--- src/rtl/aes_round_sched.sv ---
// Purpose : sequences ByteSub_ShiftRow / MixColumn / AddRoundKey over one AES block via ap_ctrl_hs.
// Latency : 1 + sum(k_i + 1) cycles over the 3*NR child ops (k_i = child done delay, k_i >= 1).
// Backpr. : each op waits for the selected child's done; ap_start is only sampled in IDLE.
//
// Ports:
//   ap_clk, ap_rst                  clock, asynchronous active-high reset
//   ap_start/ap_done/ap_ready/ap_idle  block-level ap_ctrl_hs handshake (done/ready are 1-cycle pulses)
//   sub_start/sub_done              ByteSub_ShiftRow handshake
//   mix_start/mix_done              MixColumn handshake
//   ark_start/ark_done, ark_n       AddRoundKey handshake and its round index
//   round                           round of the op in flight
//   err                             sticky watchdog abort flag
//
// Optional feature: define AES_RND_WATCHDOG_EN to abort a child op after WDOG_CYC
// wait cycles without done. Without it, err is constant 0 and WAIT never times out.
module aes_round_sched #(
    parameter int NR       = 10,
    parameter int WDOG_CYC = 255
) (
    input  logic       ap_clk,
    input  logic       ap_rst,
    input  logic       ap_start,
    output logic       ap_done,
    output logic       ap_ready,
    output logic       ap_idle,
    output logic       sub_start,
    input  logic       sub_done,
    output logic       mix_start,
    input  logic       mix_done,
    output logic       ark_start,
    input  logic       ark_done,
    output logic [5:0] ark_n,
    output logic [3:0] round,
    output logic       err
);

    // Op index is wide enough for all 3*NR ops (5 bits for NR=10).
    localparam int NOPS = 3 * NR;
    localparam int OPW  = $clog2(NOPS);
    localparam logic [OPW-1:0] LAST_OP = OPW'(NOPS - 1);

    // round is 4 bits wide and the watchdog counter 8 bits wide.
    if (NR < 2 || NR > 15) begin : g_bad_nr
        $error("aes_round_sched: NR must be in 2..15");
    end
    if (WDOG_CYC < 1 || WDOG_CYC > 255) begin : g_bad_wdog
        $error("aes_round_sched: WDOG_CYC must be in 1..255");
    end

    typedef enum logic [1:0] {S_IDLE, S_ISSUE, S_WAIT, S_DONE} state_t;
    typedef enum logic [1:0] {C_SUB, C_MIX, C_ARK} child_t;

    // Op 0 is the initial AddRoundKey. Round r >= 1 starts at op 3r-2 with
    // SUB, MIX, ARK; the final round has no MIX, so its second op is ARK.
    function automatic child_t child_of(input logic [OPW-1:0] op, input logic [3:0] rnd);
        child_t c;
        int     pos;
        pos = int'(op) - 3 * int'(rnd) + 2;
        if (op == '0)
            c = C_ARK;
        else if (pos == 0)
            c = C_SUB;
        else if (pos == 1 && int'(rnd) != NR)
            c = C_MIX;
        else
            c = C_ARK;
        return c;
    endfunction

    state_t         state;
    logic [OPW-1:0] op_idx;

    child_t         cur_child;
    child_t         nxt_child;
    logic [OPW-1:0] nxt_op;
    logic [3:0]     nxt_round;
    logic           cur_done;

    always_comb begin
        cur_child = child_of(op_idx, round);
        nxt_op    = op_idx + 1'b1;
        // The round only advances once its AddRoundKey has completed.
        nxt_round = (cur_child == C_ARK) ? round + 4'd1 : round;
        nxt_child = child_of(nxt_op, nxt_round);
        // Only the selected child's done counts; others may be asserted freely.
        case (cur_child)
            C_SUB:   cur_done = sub_done;
            C_MIX:   cur_done = mix_done;
            default: cur_done = ark_done;
        endcase
    end

`ifdef AES_RND_WATCHDOG_EN
    logic [7:0] wdog_cnt;
    logic       err_q;
    assign err = err_q;
`else
    assign err = 1'b0;
`endif

    always_ff @(posedge ap_clk or posedge ap_rst) begin
        if (ap_rst) begin
            state     <= S_IDLE;
            op_idx    <= '0;
            round     <= '0;
            ark_n     <= '0;
            sub_start <= 1'b0;
            mix_start <= 1'b0;
            ark_start <= 1'b0;
            ap_done   <= 1'b0;
            ap_ready  <= 1'b0;
            ap_idle   <= 1'b1;
`ifdef AES_RND_WATCHDOG_EN
            wdog_cnt  <= '0;
            err_q     <= 1'b0;
`endif
        end else begin
            case (state)
                S_IDLE: begin
                    if (ap_start) begin
                        state     <= S_ISSUE;
                        ap_idle   <= 1'b0;
                        op_idx    <= '0;
                        round     <= '0;
                        ark_n     <= '0;
                        ark_start <= 1'b1;
`ifdef AES_RND_WATCHDOG_EN
                        err_q     <= 1'b0;
`endif
                    end
                end

                // The start raised on entry is held; done is not looked at yet.
                S_ISSUE: begin
                    state <= S_WAIT;
`ifdef AES_RND_WATCHDOG_EN
                    wdog_cnt <= '0;
`endif
                end

                S_WAIT: begin
                    if (cur_done) begin
                        sub_start <= 1'b0;
                        mix_start <= 1'b0;
                        ark_start <= 1'b0;
                        if (op_idx == LAST_OP) begin
                            state    <= S_DONE;
                            ap_done  <= 1'b1;
                            ap_ready <= 1'b1;
                        end else begin
                            // Single NEXT decision: op index and round advance together.
                            op_idx <= nxt_op;
                            round  <= nxt_round;
                            state  <= S_ISSUE;
                            case (nxt_child)
                                C_SUB:   sub_start <= 1'b1;
                                C_MIX:   mix_start <= 1'b1;
                                default: begin
                                    ark_start <= 1'b1;
                                    ark_n     <= {2'b00, nxt_round};
                                end
                            endcase
                        end
                    end
`ifdef AES_RND_WATCHDOG_EN
                    else if (wdog_cnt == 8'(WDOG_CYC)) begin
                        sub_start <= 1'b0;
                        mix_start <= 1'b0;
                        ark_start <= 1'b0;
                        err_q     <= 1'b1;
                        state     <= S_DONE;
                        ap_done   <= 1'b1;
                        ap_ready  <= 1'b1;
                    end else begin
                        wdog_cnt <= wdog_cnt + 8'd1;
                    end
`endif
                end

                S_DONE: begin
                    ap_done  <= 1'b0;
                    ap_ready <= 1'b0;
                    ap_idle  <= 1'b1;
                    state    <= S_IDLE;
                end

                default: state <= S_IDLE;
            endcase
        end
    end

endmodule

--- config.mk ---
export PLATFORM = sky130hd
export DESIGN_NAME = aes_round_sched
export DESIGN_NICKNAME = d
export VERILOG_FILES = /design/src/rtl/aes_round_sched.sv
export SDC_FILE = /design/constraint.sdc
export NUM_CORES = 1
export LEC_CHECK = 0
export CAP_MARGIN = 10
export CORE_MARGIN = 10
export CORE_UTILIZATION = 62
export CTS_BUF_LIST = sky130_fd_sc_hd__clkbuf_8 sky130_fd_sc_hd__clkbuf_16
export DETAILED_ROUTE_END_ITERATION = 6
export GPL_TIMING_DRIVEN = 0
export PLACE_DENSITY = 0.93
export SLEW_MARGIN = 0
export SYNTH_ARGS = -nofsm -noshare
export SYNTH_HDL_FRONTEND = slang
export SYNTH_SLANG_ARGS = --single-unit
--- constraint.sdc ---
create_clock -name ap_clk -period 13.82 [get_ports ap_clk]
set_input_delay 2.073 -clock ap_clk [delete_from_list [all_inputs] [get_ports ap_clk]]
set_output_delay 2.073 -clock ap_clk [all_outputs]
set_load 0.01 [all_outputs]
==> impl_metrics.tcl, run 1 <==
set metrics [dict create \
    power_leakage_uw 0.00114 \
    synthFlopType "dfrtp_1" \
    drive_above_1_share_pct 9.90 \
    syn_area_sq_um 2270 \
    holdBufCountCts 0 \
    place_congestion 0.891 \
    clk-insertion-delay-late_ps 260 \
    synth-edff-count 0 \
    dr.pass1.iters 4 \
    grt_max_degree 21 \
    antenna_left 0 \
    diodes 0 \
    final_max_slew_viol_count 0 \
    clock_sinks 20 \
    die_w_microns 80.5 \
    nets 330 \
    fin_crit_sh_pct 54.0 \
    reg2reg_slack_ps 6360 \
    start_util_pct 66.0 \
    io_buffers 19 \
    synth_area_leaders "dfrtp_1 (21%), ha_1 (14%), xnor2_1 (4.6%)" \
    fillCellCount 258 \
    crit_arrival_ps 7620 \
    drc 0 \
    ys_ff_latch 20 \
    worstHoldPathType "reg2reg" \
    post_drt_wl_per_cell_microns 17.1 \
    hold_viol 0 \
    setup_viol 0 \
    final.setup.tns_ps 0 \
    rsz0062_at_grt "no" \
    syn_to_final_growth_pct 14.4 \
    cp_max_fo 10 \
    cts-htree-levels 1 \
    ys_types 67 \
    tritoncts "done" \
    first_global_vias 2184 \
    ir_drop_v 0.000187 \
    drt_wl_total_microns 5780 \
    maxCapViolCount 0 \
    crit_path_frequent_cell "ha_1" \
    max_stage_delay_ps 640 \
    synthCells 268 \
    die_area_sq_um 6490 \
    crit_required_ps 13970 \
    cts_setup_buffers 0 \
    cpMaxStageDelayCell "dfrtp_1" \
    status "finished, final reports clean" \
    drt_iter0_markers 222 \
    critPathLaunchType "flip-flop" \
    clkSlewWorstSetupHoldPaths_ps 80 \
    grt_overflow 0 \
    critical_path_buf_inv_count 2 \
    crit_family "adder cells" \
    ys.warnings.count 0 \
    crit_type "reg2reg" \
    grt_pass1_wl_microns 9800 \
    cts_buffers 3 \
    antenna_found_initial 0 \
    vias 2148 \
    root_buffer "clkbuf_8" \
    async_reset_ff_share_pct 100 \
    floorplan.rows 21 \
    cp-end-kind "flip-flop" \
    synth.avg_cell_area_sq_um 8.48 \
    relSlewSlack_pct 49.3 \
    place_hpwl_microns 4470 \
    ys_seq_area_share_pct 22.1 \
    yosysTopAreaCell "dfrtp_1" \
    worst_slew_pin_slew_ps 759 \
    cts_max_path_buffers 2 \
    place_area_sq_um 2530 \
    cts_resized 0 \
    grt_use_total_pct 18.4 \
    ios 23 \
    via_per_inst 6.34 \
    finalClockSkew_ps 2.58 \
    fin_area_sq_um 2600 \
    fmax_mhz 134 \
    die_h_microns 80.5 \
    core_sq_um 3440 \
    synth_top_area_share_pct 20.9 \
    p_per_area_nw_per_um2 233 \
    min_period_ps 7460 \
]
==> where the power goes <==
part	internal [uW]	switching, uW	leakage, uW
clock	38.7	20.4	0.0000357
sequential	71.2	17.0	0.000266
combinational	190	270	0.000838
==> cell families (layout without fill, tap and decap cells) <==
kind of cell	after synthesis	after routing	synth area share (%)
compound gates	74	74	23.5
xor+xnor	14	14	5.40
fa+ha+maj	31	31	18.3
buf+inv	38	61	7.60
flops	20	20	22.1
mux	3	3	1.43
other cells	1	3	0.165
simple gates	87	87	21.5
==> tightest hold or removal path, cell delays in order, from the launching register on <==
cell and delay (ps):
dfrtp_1 350, nand2_1 60, o41ai_1 50
==> layout by cell type (no fill, tap or decap), types with 5 or more instances in the layout <==
master / Yosys / final
inv_1: 27 / 27
nand2_1: 26 / 26
ha_1: 26 / 26
dfrtp_1: 19 / 19
clkdlybuf4s50_1: 0 / 19
a21oi_1: 17 / 17
nor2_1: 15 / 15
xnor2_1: 12 / 12
o21ai_0: 11 / 11
nor3_1: 8 / 8
nand3_1: 8 / 8
clkbuf_1: 5 / 5
o211ai_1: 5 / 5
==> flip-flops by register name (all words and copies together), names as in the netlist <==
name and flops:
ap_idle 1, state 2, ark_start 1, op_idx 5, round 4, sub_start 1, ap_ready 1, ark_n 4
mix_start 1
==> routing by layer <==
metal / track usage, % / vias up / wire, microns
li1: - / 1017 / -
met1: 21.4 / 997 / 2290
met2: 31.1 / 110 / 2820
met3: 3.34 / 24 / 459
met4: 10.0 / 0 / 221
met5: 0 / - / 0
==> cells in the mapped netlist (5+ instances only) <==
cell type / count
a21oi_1: 17
clkbuf_1: 5
dfrtp_1: 19
ha_1: 26
inv_1: 27
nand2_1: 26
nand3_1: 8
nor2_1: 15
nor3_1: 8
o211ai_1: 5
o21ai_0: 11
xnor2_1: 12
==> metrics by stage <==
step                power (uW)  utilization [%]  hold slack [ps]  setup slack, ps  cells
floorplan                  441                -              482             7190    270
global placement           523             73.4              471             6610    335
detailed placement         540             73.4              464             6460    335
CTS                        603             75.5              486             6390    339
global route               665             75.5              529             5890    339
finish                     607             75.5              487             6360    339
==> path summary, 6_finish.rpt <==
kind	startpoint	to	cells after the start
max	round[0]$_DFFE_PP0P_	mix_start$_DFFE_PP0P_	26
max in group asynchronous	ap_rst	op_idx[3]$_DFFE_PP0P_	2
min reg2reg	sub_start$_DFFE_PP0P_	sub_start$_DFFE_PP0P_	2
min	sub_start$_DFFE_PP0P_	sub_start$_DFFE_PP0P_	2
min in group asynchronous	ap_rst	ark_start$_DFFE_PP0P_	2
max reg2reg	round[0]$_DFFE_PP0P_	mix_start$_DFFE_PP0P_	26
==> area by class of cell <==
cell class	instances	area (sq um)	share of cell area, %
tap	46	57.6	2.21
clock buffer	3	41.3	1.59
timing repair buffer	19	190	7.32
sequential	20	502	19.3
buffer	11	71.3	2.74
inverter	27	101	3.90
clock inverter	1	30.0	1.16
multi-input combinational	212	1610	61.8
Note: power is estimated with default switching activity, not from simulation.
==> run 2, diff against run 1 <==
--- a/config.mk
+++ b/config.mk
@@ -7,11 +7,11 @@
 export LEC_CHECK = 0
 export CAP_MARGIN = 10
 export CORE_MARGIN = 10
-export CORE_UTILIZATION = 62
+export CORE_UTILIZATION = 52
 export CTS_BUF_LIST = sky130_fd_sc_hd__clkbuf_8 sky130_fd_sc_hd__clkbuf_16
 export DETAILED_ROUTE_END_ITERATION = 6
 export GPL_TIMING_DRIVEN = 0
-export PLACE_DENSITY = 0.93
+export PLACE_DENSITY = 0.84
 export SLEW_MARGIN = 0
 export SYNTH_ARGS = -nofsm -noshare
 export SYNTH_HDL_FRONTEND = slang
==> constraint.sdc (replaced) <==
create_clock -name ap_clk -period 6.5 [get_ports ap_clk]
set_input_delay 0.975 -clock ap_clk [delete_from_list [all_inputs] [get_ports ap_clk]]
set_output_delay 0.975 -clock ap_clk [all_outputs]
set_load 0.01 [all_outputs]
==> run 2 against run 1 <==
Compared with the run above:
- the flow now finishes with violations (setup timing)
- register-to-register slack got worse by 6500 ps
- clock skew up 16 ps
- core utilization up 2.7 points
- first-iteration DRC count is 97% higher
- largest power group unchanged
- total power grew to 3.2 times the previous value
- largest cell class unchanged
==> impl_metrics.tcl, run 2 (synthesis results as in run 1) <==
set metrics [dict create \
    status "finished, violations left" \
    failed_checks "setup timing" \
    root_buffer "clkbuf_8" \
    grt_overflow 0 \
    die_w_microns 86.1 \
    worst_slew_pin_slew_ps 805 \
    post_drt_wl_per_cell_microns 22.2 \
    fillCellCount 238 \
    tritoncts "done" \
    ios 23 \
    grt_max_degree 21 \
    cp-end-kind "flip-flop" \
    floorplan.rows 23 \
    drt_wl_total_microns 8310 \
    final_common_cell "buf_4" \
    finalClockSkew_ps 18.7 \
    antenna_found_initial 0 \
    min_period_ps 6660 \
    place_congestion 0.974 \
    fin_crit_sh_pct 102 \
    dr.pass1.iters 6 \
    cts_max_path_buffers 2 \
    max_stage_delay_ps 570 \
    clk-insertion-delay-late_ps 270 \
    place_ws_ps -620 \
    antenna_left 0 \
    place_area_sq_um 2560 \
    crit_family "adder cells" \
    final_max_slew_viol_count 0 \
    crit_type "reg2reg" \
    cp_max_fo 5 \
    ir_drop_v 0.000619 \
    critPathLaunchType "flip-flop" \
    largest_reg_flops 5 \
    largestRegisters "op_idx (5), ark_n (4), round (4)" \
    first_global_vias 2145 \
    crit_required_ps 6640 \
    clock_sinks 20 \
    holdWs_ps 512 \
    diodes 0 \
    drt_iter0_markers 438 \
    rsz0062_at_grt "yes" \
    largest-register "op_idx" \
    die_h_microns 86.1 \
    cts-htree-levels 1 \
    maxCapViolCount 0 \
    worstHoldPathType "reg2reg" \
    io_buffers 19 \
    syn_to_final_growth_pct 41.6 \
    die_area_sq_um 7410 \
    setup_viol 7 \
    crit_path_frequent_cell "ha_4" \
    grt_use_total_pct 17.3 \
    final_util_pct 78.2 \
    power_leakage_uw 0.00136 \
    drc 0 \
    relSlewSlack_pct 46.3 \
    cpMaxStageDelayCell "or4_4" \
    via_per_inst 6.92 \
    core_sq_um 4120 \
    start_util_pct 55.2 \
    cts_buffers 3 \
    nets 362 \
    fmax_mhz 150 \
    p_per_area_nw_per_um2 606 \
    vias 2595 \
    final.setup.tns_ps -778 \
    grt_pass1_wl_microns 10700 \
    clkSlewWorstSetupHoldPaths_ps 90 \
    place_hpwl_microns 4520 \
    timing.final.ws_setup_ps -158 \
    drive_above_1_share_pct 34.2 \
    critical_path_buf_inv_count 3 \
    fin_area_sq_um 3220 \
    most-common-layout-cells "buf_4 (34), nand2_1 (25), inv_1 (21)" \
    hold_viol 0 \
    crit_arrival_ps 6800 \
]
## run 2: worst paths after layout
kind | from | to | slack [ps] | depth (start not counted)
worst max-delay path | round[2]$_DFFE_PP0P_ | ark_start$_DFFE_PP0P_ | -160 | 25
worst min-delay path | sub_start$_DFFE_PP0P_ | sub_start$_DFFE_PP0P_ | 510 | 2
worst max register to register | round[2]$_DFFE_PP0P_ | ark_start$_DFFE_PP0P_ | -160 | 25
worst min register to register | sub_start$_DFFE_PP0P_ | sub_start$_DFFE_PP0P_ | 510 | 2
max in group asynchronous | ap_rst | op_idx[0]$_DFFE_PP0P_ | 4780 | 2
min in group asynchronous | ap_rst | ap_ready$_DFFE_PP0P_ | 1150 | 2
## run 2: power breakdown
group	total (uW)	switching, uW	internal (uW)	leakage [uW]
Combinational	1640	904	734	0.00106
Clock	128	45.9	82.4	0.0000357
Sequential	182	29.5	153	0.000260
## run 2: worst reg2reg max path, delay by kind of cell, from the launching register on
kind,cells,cell delay (ps)
flip-flops,1,420
AND/OR/NAND/NOR,6,1530
XOR/XNOR,2,310
buffers and inverters,3,500
AO/OA/AOI/OAI,8,1780
adder cells (fa/ha/maj),6,1980
## run 2: cell type report
class	instances	area, sq um	share of cell area, %
buffer	10	67.6	2.10
timing repair buffer	52	452	14.0
multi-input combinational	212	1940	60.4
clock buffer	3	41.3	1.28
inverter	27	113	3.50
sequential	20	507	15.8
clock inverter	1	30.0	0.933
tap	50	62.6	1.94
## run 2: what timing repair did
action                                  4_1_cts  5_1_grt
pin swaps                                    16       20
gates resized for setup                      29       34
endpoints found under the hold margin         0        0
cloned                                        0        1
endpoints found under the setup margin        7        7
hold buffers                                  0        0
buffers inserted                             11       21
## run 2: stage by stage
stage / power, uW / instances
2_1_floorplan: 965 / 270
6_report: 1950 / 375
3_5_place_dp: 1180 / 339
4_1_cts: 1580 / 353
5_1_grt: 2070 / 375
3_3_place_gp: 1140 / 339
## run 2: routing by layer
metal	share of wire [%]	wire length, microns	GRT usage, %
met4	7.2	597	5.84
met3	11	874	3.69
met5	0	0	0
met2	49	4090	29.1
met1	33	2750	21.1
==> run 3, diff against run 2 <==
--- a/config.mk
+++ b/config.mk
@@ -11,6 +11,7 @@
 export CTS_BUF_LIST = sky130_fd_sc_hd__clkbuf_8 sky130_fd_sc_hd__clkbuf_16
 export DETAILED_ROUTE_END_ITERATION = 6
 export GPL_TIMING_DRIVEN = 0
+export HOLD_SLACK_MARGIN = 0.12
 export PLACE_DENSITY = 0.84
 export SLEW_MARGIN = 0
 export SYNTH_ARGS = -nofsm -noshare
==> results of run 3 <==
Same layout as run 2: the final DEF is identical, and so are final timing and power.
